### config.mk
export PLATFORM = sky130hd
export DESIGN_NAME = exe_rdy_gen_flat
export DESIGN_NICKNAME = d
export VERILOG_FILES = /design/src/rtl/exe_rdy_gen_pkg.sv /design/src/rtl/exe_rdy_gen_if.sv /design/src/rtl/exe_rdy_gen_mul_trk.sv /design/src/rtl/exe_rdy_gen.sv /design/src/flat_wrapper.sv
export SDC_FILE = /design/constraint.sdc
export NUM_CORES = 1
export LEC_CHECK = 0
export ABC_AREA = 1
export BUFFER_PORTS_ARGS = -buffer_cell sky130_fd_sc_hd__buf_2
export CAP_MARGIN = 20
export CORE_AREA = 2 2 59 83
export CTS_CLUSTER_SIZE = 24
export DETAILED_ROUTE_END_ITERATION = 6
export DIE_AREA = 0 0 61 85
export PLACE_DENSITY = 0.79
export SLEW_MARGIN = 20
export SYNTH_ARGS = -nofsm -noshare
export SYNTH_HDL_FRONTEND = slang
export SYNTH_SLANG_ARGS = --single-unit
### constraint.sdc
create_clock -name clk -period 2.6 [get_ports clk]
set_input_delay 0.39 -clock clk [delete_from_list [all_inputs] [get_ports clk]]
set_output_delay 0.39 -clock clk [all_outputs]
set_load 0.02 [all_outputs]
### src/rtl/exe_rdy_gen_pkg.sv
// Shared constants, FSM state types and tag helper for the execution-side
// readiness generator.
package exe_pkg;

  localparam int unsigned PRG_SIG_WIDTH = 7;
  localparam int unsigned BRN_WIDTH     = 7;
  localparam int unsigned NUM_PORTS     = 4;

  localparam int unsigned FUN_MULT_BIT  = 0;
  localparam int unsigned FUN_ADD1_BIT  = 1;
  localparam int unsigned FUN_ADD2_BIT  = 2;
  localparam int unsigned FUN_ADDR_BIT  = 3;

  localparam int unsigned PORT_MUL      = 0;
  localparam int unsigned PORT_ALU1     = 1;
  localparam int unsigned PORT_ALU2     = 2;
  localparam int unsigned PORT_ADR      = 3;

  typedef enum logic {MUL_IDLE, MUL_BUSY} mul_state_t;
  typedef enum logic {ADR_IDLE, ADR_WAIT} adr_state_t;

  // A tag only wakes consumers when its valid bit is set.
  function automatic logic [PRG_SIG_WIDTH-1:0] wak_tag(input logic [PRG_SIG_WIDTH-1:0] pdst);
    return pdst[PRG_SIG_WIDTH-1] ? pdst : '0;
  endfunction

endpackage

### src/rtl/exe_rdy_gen_if.sv
// Issue-stage <-> execution readiness bundle: dispatches in, availability and
// wakeup tags out.
interface exe_rdy_gen_if;
  import exe_pkg::*;

  logic                            mul_iss_vld;
  logic                            alu1_iss_vld;
  logic                            alu2_iss_vld;
  logic                            adr_iss_vld;
  logic [PRG_SIG_WIDTH-1:0]        mul_pdst;
  logic [PRG_SIG_WIDTH-1:0]        alu1_pdst;
  logic [PRG_SIG_WIDTH-1:0]        alu2_pdst;
  logic [PRG_SIG_WIDTH-1:0]        adr_pdst;
  logic                            mem_rdy_frm_dc;
  logic [BRN_WIDTH-1:0]            fls_frm_rob;
  logic [NUM_PORTS-1:0]            fun_rdy_to_is;
  logic [NUM_PORTS*PRG_SIG_WIDTH-1:0] prg_rdy_to_is;
  logic                            iss_err;

  modport master (
    output mul_iss_vld, alu1_iss_vld, alu2_iss_vld, adr_iss_vld,
    output mul_pdst, alu1_pdst, alu2_pdst, adr_pdst,
    output mem_rdy_frm_dc, fls_frm_rob,
    input  fun_rdy_to_is, prg_rdy_to_is, iss_err
  );

  modport slave (
    input  mul_iss_vld, alu1_iss_vld, alu2_iss_vld, adr_iss_vld,
    input  mul_pdst, alu1_pdst, alu2_pdst, adr_pdst,
    input  mem_rdy_frm_dc, fls_frm_rob,
    output fun_rdy_to_is, prg_rdy_to_is, iss_err
  );

endinterface

### src/rtl/exe_rdy_gen_mul_trk.sv
// Non-pipelined multiplier tracker: countdown FSM that reports availability
// and broadcasts the latched destination when the count expires.
module mul_trk
  import exe_pkg::*;
#(
  parameter int unsigned MUL_LAT = 4
) (
  input  logic                     clk,
  input  logic                     rst,
  input  logic                     i_fls,
  input  logic                     i_vld,
  input  logic [PRG_SIG_WIDTH-1:0] i_pdst,
  output logic                     o_rdy,
  output logic [PRG_SIG_WIDTH-1:0] o_wak
);

  localparam logic [2:0] CNT_LOAD = 3'(MUL_LAT - 1);

  mul_state_t               r_state;
  logic [2:0]               r_cnt;
  logic [PRG_SIG_WIDTH-1:0] r_pdst;
  logic                     r_rdy;
  logic [PRG_SIG_WIDTH-1:0] r_wak;

  // rdy/wak are registered from the next count so they line up with the
  // cycle in which the counter reads zero.
  always_ff @(posedge clk) begin
    if (rst) begin
      r_state <= MUL_IDLE;
      r_cnt   <= '0;
      r_pdst  <= '0;
      r_rdy   <= 1'b0;
      r_wak   <= '0;
    end else if (i_fls) begin
      r_state <= MUL_IDLE;
      r_cnt   <= '0;
      r_rdy   <= 1'b1;
      r_wak   <= '0;
    end else if (i_vld && r_rdy) begin
      r_state <= MUL_BUSY;
      r_cnt   <= CNT_LOAD;
      r_pdst  <= i_pdst;
      r_rdy   <= 1'b0;
      r_wak   <= '0;
    end else begin
      case (r_state)
        MUL_IDLE: begin
          r_rdy <= 1'b1;
          r_wak <= '0;
        end
        MUL_BUSY: begin
          if (r_cnt == 3'd0) begin
            r_state <= MUL_IDLE;
            r_rdy   <= 1'b1;
            r_wak   <= '0;
          end else if (r_cnt == 3'd1) begin
            r_cnt <= 3'd0;
            r_rdy <= 1'b1;
            r_wak <= wak_tag(r_pdst);
          end else begin
            r_cnt <= r_cnt - 3'd1;
            r_rdy <= 1'b0;
            r_wak <= '0;
          end
        end
        default: begin
          r_state <= MUL_IDLE;
          r_rdy   <= 1'b1;
          r_wak   <= '0;
        end
      endcase
    end
  end

  assign o_rdy = r_rdy;
  assign o_wak = r_wak;

endmodule

### src/rtl/exe_rdy_gen.sv
// Execution-side readiness generator: per-unit availability, wakeup tag
// broadcast, flush squash and sticky illegal-dispatch flag.
module exe_rdy_gen
  import exe_pkg::*;
#(
  parameter int unsigned MUL_LAT = 4
) (
  input  logic         clk,
  input  logic         rst,
  exe_rdy_gen_if.slave bus
);

  logic                     w_fls;
  logic                     w_unused_fls;
  logic                     w_mul_rdy;
  logic [PRG_SIG_WIDTH-1:0] w_mul_wak;
  logic [NUM_PORTS-1:0]     w_fun;
  logic [NUM_PORTS-1:0]     w_vld;

  logic                     r_alu_rdy;
  logic [PRG_SIG_WIDTH-1:0] r_alu1_wak;
  logic [PRG_SIG_WIDTH-1:0] r_alu2_wak;
  adr_state_t               r_adr_state;
  logic [PRG_SIG_WIDTH-1:0] r_adr_pdst;
  logic                     r_adr_rdy;
  logic [PRG_SIG_WIDTH-1:0] r_adr_wak;
  logic                     r_err;

  assign w_fls        = bus.fls_frm_rob[BRN_WIDTH-1];
  assign w_unused_fls = ^bus.fls_frm_rob[BRN_WIDTH-2:0];

  mul_trk #(.MUL_LAT(MUL_LAT)) u_mul_trk (
    .clk    (clk),
    .rst    (rst),
    .i_fls  (w_fls),
    .i_vld  (bus.mul_iss_vld),
    .i_pdst (bus.mul_pdst),
    .o_rdy  (w_mul_rdy),
    .o_wak  (w_mul_wak)
  );

  always_comb begin
    w_fun               = '0;
    w_fun[FUN_MULT_BIT] = w_mul_rdy;
    w_fun[FUN_ADD1_BIT] = r_alu_rdy;
    w_fun[FUN_ADD2_BIT] = r_alu_rdy;
    w_fun[FUN_ADDR_BIT] = r_adr_rdy;
    w_vld               = '0;
    w_vld[FUN_MULT_BIT] = bus.mul_iss_vld;
    w_vld[FUN_ADD1_BIT] = bus.alu1_iss_vld;
    w_vld[FUN_ADD2_BIT] = bus.alu2_iss_vld;
    w_vld[FUN_ADDR_BIT] = bus.adr_iss_vld;
  end

  always_ff @(posedge clk) begin
    if (rst) begin
      r_alu_rdy  <= 1'b0;
      r_alu1_wak <= '0;
      r_alu2_wak <= '0;
      r_err      <= 1'b0;
    end else begin
      r_alu_rdy  <= 1'b1;
      r_alu1_wak <= (!w_fls && bus.alu1_iss_vld && r_alu_rdy) ? wak_tag(bus.alu1_pdst) : '0;
      r_alu2_wak <= (!w_fls && bus.alu2_iss_vld && r_alu_rdy) ? wak_tag(bus.alu2_pdst) : '0;
      r_err      <= r_err | (|(w_vld & ~w_fun));
    end
  end

  // Stores finish on dispatch; only loads park the unit until data returns.
  always_ff @(posedge clk) begin
    if (rst) begin
      r_adr_state <= ADR_IDLE;
      r_adr_pdst  <= '0;
      r_adr_rdy   <= 1'b0;
      r_adr_wak   <= '0;
    end else if (w_fls) begin
      r_adr_state <= ADR_IDLE;
      r_adr_rdy   <= 1'b1;
      r_adr_wak   <= '0;
    end else begin
      case (r_adr_state)
        ADR_IDLE: begin
          r_adr_wak <= '0;
          if (bus.adr_iss_vld && r_adr_rdy && bus.adr_pdst[PRG_SIG_WIDTH-1]) begin
            r_adr_state <= ADR_WAIT;
            r_adr_pdst  <= bus.adr_pdst;
            r_adr_rdy   <= 1'b0;
          end else begin
            r_adr_rdy   <= 1'b1;
          end
        end
        ADR_WAIT: begin
          if (bus.mem_rdy_frm_dc) begin
            r_adr_state <= ADR_IDLE;
            r_adr_rdy   <= 1'b1;
            r_adr_wak   <= r_adr_pdst;
          end else begin
            r_adr_wak   <= '0;
          end
        end
        default: begin
          r_adr_state <= ADR_IDLE;
          r_adr_rdy   <= 1'b1;
          r_adr_wak   <= '0;
        end
      endcase
    end
  end

  always_comb begin
    bus.prg_rdy_to_is = '0;
    bus.prg_rdy_to_is[PORT_MUL*PRG_SIG_WIDTH  +: PRG_SIG_WIDTH] = w_mul_wak;
    bus.prg_rdy_to_is[PORT_ALU1*PRG_SIG_WIDTH +: PRG_SIG_WIDTH] = r_alu1_wak;
    bus.prg_rdy_to_is[PORT_ALU2*PRG_SIG_WIDTH +: PRG_SIG_WIDTH] = r_alu2_wak;
    bus.prg_rdy_to_is[PORT_ADR*PRG_SIG_WIDTH  +: PRG_SIG_WIDTH] = r_adr_wak;
  end

  assign bus.fun_rdy_to_is = w_fun;
  assign bus.iss_err       = r_err;

endmodule

### src/flat_wrapper.sv
// flat-port wrapper written by rule: the top's interface ports become plain ports
module exe_rdy_gen_flat import exe_pkg::*;
#(
  parameter int unsigned MUL_LAT = 4
)
  (clk, rst, bus_mul_iss_vld, bus_alu1_iss_vld, bus_alu2_iss_vld, bus_adr_iss_vld, bus_mul_pdst, bus_alu1_pdst, bus_alu2_pdst, bus_adr_pdst, bus_mem_rdy_frm_dc, bus_fls_frm_rob, bus_fun_rdy_to_is, bus_prg_rdy_to_is, bus_iss_err);
  exe_rdy_gen_if bus_i ();
  input  logic clk;
  input  logic rst;
  input wire logic [$bits(bus_i.mul_iss_vld)-1:0] bus_mul_iss_vld;
  input wire logic [$bits(bus_i.alu1_iss_vld)-1:0] bus_alu1_iss_vld;
  input wire logic [$bits(bus_i.alu2_iss_vld)-1:0] bus_alu2_iss_vld;
  input wire logic [$bits(bus_i.adr_iss_vld)-1:0] bus_adr_iss_vld;
  input wire logic [$bits(bus_i.mul_pdst)-1:0] bus_mul_pdst;
  input wire logic [$bits(bus_i.alu1_pdst)-1:0] bus_alu1_pdst;
  input wire logic [$bits(bus_i.alu2_pdst)-1:0] bus_alu2_pdst;
  input wire logic [$bits(bus_i.adr_pdst)-1:0] bus_adr_pdst;
  input wire logic [$bits(bus_i.mem_rdy_frm_dc)-1:0] bus_mem_rdy_frm_dc;
  input wire logic [$bits(bus_i.fls_frm_rob)-1:0] bus_fls_frm_rob;
  output wire logic [$bits(bus_i.fun_rdy_to_is)-1:0] bus_fun_rdy_to_is;
  output wire logic [$bits(bus_i.prg_rdy_to_is)-1:0] bus_prg_rdy_to_is;
  output wire logic [$bits(bus_i.iss_err)-1:0] bus_iss_err;
  assign bus_i.mul_iss_vld = bus_mul_iss_vld;
  assign bus_i.alu1_iss_vld = bus_alu1_iss_vld;
  assign bus_i.alu2_iss_vld = bus_alu2_iss_vld;
  assign bus_i.adr_iss_vld = bus_adr_iss_vld;
  assign bus_i.mul_pdst = bus_mul_pdst;
  assign bus_i.alu1_pdst = bus_alu1_pdst;
  assign bus_i.alu2_pdst = bus_alu2_pdst;
  assign bus_i.adr_pdst = bus_adr_pdst;
  assign bus_i.mem_rdy_frm_dc = bus_mem_rdy_frm_dc;
  assign bus_i.fls_frm_rob = bus_fls_frm_rob;
  assign bus_fun_rdy_to_is = bus_i.fun_rdy_to_is;
  assign bus_prg_rdy_to_is = bus_i.prg_rdy_to_is;
  assign bus_iss_err = bus_i.iss_err;
  exe_rdy_gen #(.MUL_LAT(MUL_LAT)) u_core (.clk(clk), .rst(rst), .bus(bus_i));
endmodule
==> flow_summary.json <==
{
  "synth_seq_area_share": 0.589,
  "clk_pin_slew_ns": 0.08,
  "hold-worst-slack_ns": 0.302,
  "coreArea_mm2": 0.00446,
  "seq_area_mm2": 0.00102,
  "syn_to_final_growth_pct": 28.0,
  "rr_startpoint": "u_core.u_mul_trk.r_cnt[0]$_SDFFE_PP0P_",
  "mostFrequentLayoutCell": "buf_2",
  "grt_use_total": 0.142,
  "io_buffers": 68,
  "fin_skew_ns": 0.00359,
  "holdBufCountCts": 0,
  "leakage_nw": 1.14,
  "die_h_um": 85,
  "hold_end": "u_core.r_alu2_wak[4]$_SDFF_PP0_",
  "outcome": "finished, final reports clean",
  "vdd_ir_drop_max_uv": 366,
  "mostFrequentLayoutCells": "68 x buf_2, 53 x nor2_1, 51 x dfxtp_1",
  "hp-class": "in -> reg",
  "endpoint_kind": "flip-flop",
  "cts-resized-gates": 0,
  "finalHoldViolCount": 0,
  "required_ns": 2.83,
  "synth_fp_nets": 253,
  "utilization": 0.497,
  "syn_area_mm2": 0.00173,
  "fin_crit_sh": 0.508,
  "dpl_worst_slack_ns": 1.26,
  "critPathMaxFanout": 7,
  "rsz0062_at_grt": "false",
  "syn_inst": 208,
  "postCtsSetupRepairBufs": 0,
  "path_class": "reg -> reg",
  "worstHoldStart": "bus_alu2_pdst[4]",
  "rr_endpoint": "u_core.u_mul_trk.o_wak[1]$_SDFF_PP0_",
  "post_drt_via_cell_ratio": 4.27,
  "r2r_cells": 5,
  "start_kind": "flip-flop",
  "synth.avg_cell_area_um2": 8.34,
  "max_freq_mhz": 758,
  "dp_hpwl_mm": 2.54,
  "cap_violations": 0,
  "min_path_cells": 3,
  "slew_viol_final": 0,
  "clkSinkCount": 51,
  "cts_max_path_buffers": 2,
  "grt_start_max_net_pins": 16,
  "fin_ws_ns": 1.28,
  "antenna_cells": 0,
  "cp.arrival_ns": 1.55,
  "ios": 75,
  "drc": 0,
  "fill_cells": 421,
  "ys_warn_count": 0,
  "finalCriticalPeriod_ns": 1.32,
  "synth_cell_types": 19,
  "fin_tns_setup_ns": 0,
  "start_util": 0.389,
  "numCtsBuffers": 5,
  "die_w_um": 61,
  "drive_gt1_frac": 0.288,
  "gp_congestion": 0.813,
  "drtIter0Drc": 62,
  "postRouteAntennaNets": 0,
  "vias": 1453,
  "cts_tree": "built",
  "insertion_delay_ns": 0.29,
  "dr.pass1.iters": 4,
  "grt_pass1_vias": 1388,
  "cts_max_level": 2,
  "cts_root_buffer": "clkbuf_8",
  "ys_seq_elements": 51,
  "wirelength_mm": 3.33,
  "post_drt_wl_per_cell_um": 9.80,
  "antenna_found_initial": 0,
  "grt_pass1_wl_mm": 5.62,
  "power.density_mw_per_mm2": 642,
  "core.rowCount": 29,
  "worst_pin_slew_ns": 0.379,
  "relSlewSlack": 0.747,
  "setup_violations": 0,
  "die_area_mm2": 0.00519,
  "multi_input_area_um2": 520,
  "r2r_slack_ns": 1.28,
  "gr-total-overflow": 0,
  "fin_nets": 323
}
==> final cells by class <==
cell class,count,area share
repair buffers,68,0.153
clock buffers,6,0.0327
inverters,42,0.0710
flip-flops and latches,51,0.460
multi-input cells,110,0.234
well taps,62,0.0349
clock inverters,1,0.0135
==> worst max-delay path, cell delays in order, from the launching register on <==
cell and delay [ns]:
dfxtp_1 0.36, inv_1 0.08, ha_1 0.21, a21boi_0 0.31, nand2_2 0.17, nor2_1 0.12
==> logic make-up after synthesis <==
family                     share of synthesized area
AOI/OAI and AO/OA                             0.0729
DFF                                            0.589
adders and majority gates                     0.0216
and+or+nand+nor                                0.206
buffers and inverters                          0.111
==> flip-flops by register name, indices dropped and copies added (netlist names) <==
| name | count |
|---|---|
| u_core.r_adr_rdy | 1 |
| u_core.r_adr_state | 1 |
| u_core.r_alu2_wak | 7 |
| u_core.r_adr_pdst | 7 |
| u_core.r_adr_wak | 7 |
| u_core.u_mul_trk.o_wak | 7 |
| u_core.r_alu_rdy | 1 |
| u_core.u_mul_trk.r_pdst | 7 |
| u_core.u_mul_trk.r_state | 1 |
| u_core.bus.iss_err | 1 |
| u_core.u_mul_trk.o_rdy | 1 |
| u_core.u_mul_trk.r_cnt | 3 |
| u_core.r_alu1_wak | 7 |
==> metrics by stage <==
step	instance area [µm²]	instances	power, W
6_report	2220	340	0.00142
5_1_grt	2220	340	0.00149
4_1_cts	2220	340	0.00144
3_5_place_dp	2120	333	0.000928
3_3_place_gp	2120	333	0.000925
2_1_floorplan	1730	208	0.000884
==> per-layer routing <==
metal  GRT usage  part of all wire  up-vias
li1            -                 -      760
met1       0.148              0.41      633
met2       0.246              0.50       54
met3      0.0534             0.073        6
met4      0.0613             0.017        0
met5           0                 0        -
==> power by group <==
group	switching (W)	total (W)	leakage (nW)	internal [W]
Sequential	0.00000930	0.000808	0.414	0.000798
Combinational	0.0000595	0.000102	0.673	0.0000421
Clock	0.000234	0.000516	0.0513	0.000282
==> cell usage after synthesis, drive strengths merged <==
cell type	count	area (µm²)
a31oi	1	6.26
o21bai	1	7.51
nand3	8	45.0
ha	3	37.5
nand4	4	25.0
buf	5	35.0
a21oi	7	35.0
a21boi	1	7.51
nor2	56	228
o21ai	14	70.1
nand2	15	58.8
dfxtp	51	1020
inv	42	158
==> worst max path at each step <==
stage / startpoint / end / slack [ns] / depth (start not counted)
after global placement: u_core.u_mul_trk.r_cnt[0]$_SDFFE_PP0P_ / u_core.u_mul_trk.o_wak[0]$_SDFF_PP0_ / 1.28 / 5
after detailed placement: bus_mul_iss_vld / u_core.u_mul_trk.r_pdst[5]$_SDFFE_PP0P_ / 1.26 / 6
final: u_core.u_mul_trk.r_cnt[0]$_SDFFE_PP0P_ / u_core.u_mul_trk.o_wak[1]$_SDFF_PP0_ / 1.28 / 5
after CTS: u_core.u_mul_trk.r_cnt[0]$_SDFFE_PP0P_ / u_core.u_mul_trk.o_wak[4]$_SDFF_PP0_ / 1.27 / 5
after global routing: u_core.u_mul_trk.r_cnt[0]$_SDFFE_PP0P_ / u_core.u_mul_trk.o_wak[3]$_SDFF_PP0_ / 1.15 / 5
after floorplan: u_core.u_mul_trk.r_cnt[0]$_SDFFE_PP0P_ / u_core.u_mul_trk.o_rdy$_SDFF_PP0_ / 1.45 / 6
(Power assumes the default switching activity.)
